### src/rtl/jpeg_pkg.sv
// Shared JPEG constants: block geometry and the zig-zag scan order
// (zig-zag position -> raster index) reused by the entropy-stage blocks.
package jpeg_pkg;

  localparam int BLOCK_DEPTH  = 64;
  localparam int SAMPLE_WIDTH = 8;

  localparam logic [5:0] ZIGZAG [BLOCK_DEPTH] = '{
    6'd0,  6'd1,  6'd8,  6'd16, 6'd9,  6'd2,  6'd3,  6'd10,
    6'd17, 6'd24, 6'd32, 6'd25, 6'd18, 6'd11, 6'd4,  6'd5,
    6'd12, 6'd19, 6'd26, 6'd33, 6'd40, 6'd48, 6'd41, 6'd34,
    6'd27, 6'd20, 6'd13, 6'd6,  6'd7,  6'd14, 6'd21, 6'd28,
    6'd35, 6'd42, 6'd49, 6'd56, 6'd57, 6'd50, 6'd43, 6'd36,
    6'd29, 6'd22, 6'd15, 6'd23, 6'd30, 6'd37, 6'd44, 6'd51,
    6'd58, 6'd59, 6'd52, 6'd45, 6'd38, 6'd31, 6'd39, 6'd46,
    6'd53, 6'd60, 6'd61, 6'd54, 6'd47, 6'd55, 6'd62, 6'd63
  };

endpackage

### src/rtl/zigzag_rom.sv
// Combinational zig-zag lookup: scan position to raster sample index.
module zigzag_rom
  import jpeg_pkg::*;
(
  input  logic [5:0] pos_i,
  output logic [5:0] raster_idx_o
);

  assign raster_idx_o = ZIGZAG[pos_i];

endmodule

### src/rtl/zigzag_scan_64x8bit.sv
// Ping-pong 8x8 block buffer that re-emits each raster block in JPEG
// zig-zag order, one sample per accepted transfer.
module zigzag_scan_64x8bit
  import jpeg_pkg::*;
#(
  parameter int DATA_WIDTH = SAMPLE_WIDTH,
  parameter int DEPTH      = BLOCK_DEPTH
) (
  input  logic                        clock,
  input  logic                        reset,
  input  logic                        block_valid,
  output logic                        block_ready,
  input  logic [DATA_WIDTH*DEPTH-1:0] block_data,
  output logic                        coef_valid,
  input  logic                        coef_ready,
  output logic [DATA_WIDTH-1:0]       coef_data,
  output logic [5:0]                  coef_index,
  output logic                        coef_last,
  output logic [15:0]                 block_count
);

  logic [DATA_WIDTH-1:0] bank_q [2][DEPTH];
  logic [1:0]            full_q, full_d;
  logic                  wr_sel_q, wr_sel_d;
  logic                  rd_sel_q, rd_sel_d;
  logic [5:0]            pos_q, pos_d;
  logic [15:0]           block_count_q, block_count_d;
  logic [5:0]            raster_idx;
  logic                  load, xfer, xfer_last;

  zigzag_rom u_rom (
    .pos_i        (pos_q),
    .raster_idx_o (raster_idx)
  );

  // Ready looks only at registered flags, so a bank freed this edge is
  // not reusable until the next cycle.
  assign block_ready = !full_q[wr_sel_q];
  assign load        = block_valid && block_ready;
  assign coef_valid  = full_q[rd_sel_q];
  assign xfer        = coef_valid && coef_ready;
  assign xfer_last   = xfer && (pos_q == 6'd63);

  assign coef_data   = bank_q[rd_sel_q][raster_idx];
  assign coef_index  = pos_q;
  assign coef_last   = coef_valid && (pos_q == 6'd63);
  assign block_count = block_count_q;

  always_comb begin
    full_d        = full_q;
    wr_sel_d      = wr_sel_q;
    rd_sel_d      = rd_sel_q;
    pos_d         = pos_q;
    block_count_d = block_count_q;
    if (load) begin
      full_d[wr_sel_q] = 1'b1;
      wr_sel_d         = !wr_sel_q;
    end
    if (xfer) begin
      pos_d = pos_q + 6'd1;
    end
    // Load and retire always target different banks, so both apply.
    if (xfer_last) begin
      full_d[rd_sel_q] = 1'b0;
      rd_sel_d         = !rd_sel_q;
      block_count_d    = block_count_q + 16'd1;
    end
  end

  always_ff @(posedge clock or posedge reset) begin
    if (reset) begin
      full_q        <= 2'b00;
      wr_sel_q      <= 1'b0;
      rd_sel_q      <= 1'b0;
      pos_q         <= 6'd0;
      block_count_q <= 16'd0;
    end else begin
      full_q        <= full_d;
      wr_sel_q      <= wr_sel_d;
      rd_sel_q      <= rd_sel_d;
      pos_q         <= pos_d;
      block_count_q <= block_count_d;
    end
  end

  // Sample k sits MSB-first in the packed input bus.
  always_ff @(posedge clock or posedge reset) begin
    if (reset) begin
      for (int b = 0; b < 2; b++) begin
        for (int k = 0; k < DEPTH; k++) begin
          bank_q[b][k] <= '0;
        end
      end
    end else if (load) begin
      for (int k = 0; k < DEPTH; k++) begin
        bank_q[wr_sel_q][k] <= block_data[DATA_WIDTH*DEPTH-1-k*DATA_WIDTH -: DATA_WIDTH];
      end
    end
  end

endmodule

### config.mk
export PLATFORM = sky130hd
export DESIGN_NAME = zigzag_scan_64x8bit
export DESIGN_NICKNAME = d
export VERILOG_FILES = /design/src/rtl/jpeg_pkg.sv /design/src/rtl/zigzag_rom.sv /design/src/rtl/zigzag_scan_64x8bit.sv
export SDC_FILE = /design/constraint.sdc
export NUM_CORES = 2
export LEC_CHECK = 0
export CAP_MARGIN = 40
export CORE_MARGIN = 5
export CORE_UTILIZATION = 40
export DETAILED_ROUTE_END_ITERATION = 8
export GPL_TIMING_DRIVEN = 0
export HOLD_SLACK_MARGIN = 0.08
export PLACE_DENSITY = 0.65
export SYNTH_ARGS = -nofsm -noshare
export SYNTH_HDL_FRONTEND = slang
export SYNTH_SLANG_ARGS = --single-unit
### constraint.sdc
create_clock -name clock -period 95.5 [get_ports clock]
set_input_delay 28.65 -clock clock [delete_from_list [all_inputs] [get_ports clock]]
set_output_delay 28.65 -clock clock [all_outputs]
set_load 0.03 [all_outputs]
==> metrics.md <==
| Metric | Value |
|---|---|
| Outcome | complete, no violations |
| Final setup violation count | 0 |
| Height of the die | 356.4 um |
| Detailed-route DRC error count | 0 |
| Tcrit/Tclk final | between 30% and 40% |
| Remaining antenna violation count after routing | 0 |
| Worst reg2reg path endpoint | bank_q[571] |
| Seq/Total Area, Yosys | 54.76% |
| CORE AREA | 119500 um^2 |
| Power, Total | 2364 uW |
| Top FF cell, synth | dfrtp_1 |
| Async SR Flop Fraction | 100.0% |
| Pin count of the biggest net entering global routing | 122 |
| Port Buffers | 548 |
| Min-Delay Endpoint | block_count[15] |
| 1st-pass router iterations | 5 |
| All-Layer GR Usage | 27.75% |
| Vias in the first global route | 34250 |
| CTS H-tree depth | 3 |
| Routability-driven placement congestion ratio | 0.8793 |
| Clock-pin slew on the worst setup and hold paths | roughly 0.060 ns |
| Unrepaired setup endpoints after global routing | false |
| F_max | 0.02782 GHz |
| Top-Level Pins | 549 |
| Detailed Place HPWL | 139300 um |
| Placed Area | 56910 um^2 |
| Antenna violations before repair | 94 |
| Flop-to-flop setup slack | 92.23 ns |
| Post-synth EDFFs | 0 |
| Pwr dens | 38.81 nW/um^2 |
| Routed WL | 179000 um |
| Worst Setup SP | coef_index[0] |
| Final hold vios | 0 |
| First-pass GRT wire length | ~250000 um |
| Yosys Warn Count | 0 |
| Least-Margin Pin Slew | approximately 0.96 ns |
| Number of library cell types mapped by synthesis | 69 |
| VDD IR-drop max | 0.07270 mV |
| Worst EP arrival | 7.30 ns |
| Share of cells above drive strength 1 | between 30% and 40% |
| WL/cell | 30.40 um |
| Fill cells | 10440 |
| HP Start | block_count[15] |
| Final std cells w/o fill | around 5900 |
| Slew HR | about a third |
| Critical Path Start Type | flop |
| CTS Hold Buffers Added | 0 |
| Final slew viol count | 0 |
| Synth Register Bits | 1050 |
| Max Cap Viol | 0 |
| Clock tree from TritonCTS | built |
| Via count | about 33000 |
| Starting density of the core | 40.16% |
| Setup TNS | 0 ns |
| Total gr overflow | 0 |
| Req. time, crit path | 66.85 ns |
| Syn nets | ~4000 |
| Clock Skew | between 0.03 and 0.04 ns |
| DR vias/cell | 5.673 |
| Synthesized area | 47980 um^2 |
| FP Rows | between 100 and 150 |
| Chip width | 356.4 um |
| Die area | 127000 um^2 |
| WHS Path Cells | 1 |
| Final #Nets | 4662 |
| Setup slack at placement | about 60 ns |
| LEAKAGE | 0.02641 uW |
| Setup bufs post-CTS | 0 |
| Syn_area_per_cell | 14.24 um^2 |
| R2R Path Start | wr_sel_q |
| Area growth, synth to finish | 26.91% |
| Longest Clk Path Bufs | 3 |
| Setup CP Type | flop to primary output |
| Final instance area | 60890 um^2 |
| Cts bufs inserted | 112 |
| Post-layout worst setup margin | 59.55 ns |
| # resized after CTS | 0 |
| Worst hold path type | flop to flop |
| Clock Sinks | roughly 1100 |
| Worst-path maximum fanout | 12 |
| Worst-skew pair later-pin latency | between 0.7 and 0.8 ns |
| Root Driver | clkbuf_16 |
| Post-route minimum period | between 30 and 40 ns |
| Worst setup EP type | primary output |
| Cells after synthesis | 3369 |
| Reg2Reg Depth | 6 |
| Placed Instances | 5629 |
| Iter 0 DRT Violations | 3039 |
worst max-delay path, cell delays in order (launching register included):
cell and delay, ns:
dfrtp_1 0.61, buf_2 0.35, inv_1 0.18, ha_1 0.44
nand2b_1 0.16, and3b_1 0.25, o31ai_4 0.26, o22a_4 0.27
buf_8 0.25, buf_4 0.37, buf_2 0.44, buf_1 0.68
nor2_1 0.12, nor3_1 0.37, nor4_1 0.19, a22oi_1 0.52
nand3_1 0.35, clkdlybuf4s50_1 0.70
layout make-up:
cell class                 count  area [um^2]  share of cell area (%)
clock buffer                 168         3413                   5.605
timing repair buffer         649         6904                   11.34
multi-input combinational   2075        20640                   33.90
antenna                       54        135.1                  0.2219
sequential                  1050        26280                   43.15
tap                         1612         2017                   3.312
inverter                      13        56.30                 0.09246
clock inverter                35        432.9                  0.7109
buffer                       231         1020                   1.675
registers in the layout, indices dropped and copies added (netlist names):
signal,flops
full_q,2
coef_index,6
block_count,16
wr_sel_q,1
rd_sel_q,1
bank_q,1024
layout by cell type (no fill, tap or decap), drive strengths merged, types with 14 or more instances in the layout:
cell type	instances
inv	16
a21oi	28
a31oi	16
nand3	40
nor2	128
diode	54
o22ai	56
ha	14
o21ai	20
clkinv	23
mux4	138
xnor2	14
buf	168
nand2	176
dfrtp	1050
clkdlybuf4s50	548
nor3	37
mux2	1029
clkbuf	331
a32oi	20
nand4	34
mux2i	202
how the worst max path moves through the flow:
stage	to	slack, ns	cells after the start
5_1_grt	coef_data[1]	59.44	17
3_3_place_gp	bank_q[521]	24.43	2
6_report	coef_data[4]	59.55	17
2_1_floorplan	bank_q[0]	37.30	1
4_1_cts	coef_data[0]	59.54	17
3_5_place_dp	coef_data[0]	60.35	17
cells by family after synthesis:
kind of cell	after synthesis	synth area share, %
compound gates	192	2.834
xor+xnor	20	0.3651
fa+ha+maj	14	0.3651
buf+inv	244	2.224
flops	1050	54.76
mux	1369	34.84
simple gates	480	4.613
through the flow:
stage	util [%]	hold slack [ns]
after CTS	50.84	0.4699
final	50.96	0.4632
after global routing	50.89	0.5001
after floorplan	-	0.4706
after detailed placement	47.62	0.4585
after global placement	46.43	0.4576
layer usage:
metal	up-vias	routed length [um]	global-route usage (%)
met2	1430	81930	42.61
li1	14020	-	-
met1	17530	72080	36.93
met5	-	391	0
met4	54	8096	11.90
met3	364	16480	8.036
where the power goes:
part	internal, uW	total [uW]	switching, uW
Clock	263	452	190
Combinational	499	1130	633
Sequential	666	779	113
Total	1430	2360	935
cell usage after synthesis (3+ instances only):
library cell | n | share of area, %
dfrtp_1 | 1050 | 55
mux2_2 | 1028 | 24
mux2i_1 | 202 | 4.2
nand2_1 | 176 | 1.4
clkbuf_1 | 162 | 1.3
mux4_2 | 138 | 6.5
nor2_1 | 126 | 0.99
o22ai_1 | 54 | 0.70
nand3_1 | 39 | 0.41
nor3_1 | 37 | 0.39
buf_2 | 34 | 0.35
nand4_1 | 33 | 0.43
a21oi_1 | 28 | 0.29
a32oi_1 | 20 | 0.37
o21ai_0 | 19 | 0.20
a31oi_1 | 16 | 0.21
buf_1 | 14 | 0.11
buf_4 | 14 | 0.22
ha_1 | 14 | 0.37
xnor2_1 | 14 | 0.26
nor4_1 | 13 | 0.17
inv_1 | 12 | 0.094
a2111oi_0 | 11 | 0.20
or4_1 | 11 | 0.17
a211o_1 | 9 | 0.16
a22oi_1 | 7 | 0.11
nand2b_1 | 7 | 0.091
buf_6 | 6 | 0.14
xor2_1 | 6 | 0.11
and2_1 | 5 | 0.065
or3_1 | 5 | 0.065
nand3b_1 | 4 | 0.063
nor2b_1 | 4 | 0.052
or2_2 | 4 | 0.052
and3b_1 | 3 | 0.055
No activity file was read; power rests on OpenSTA's default activity.
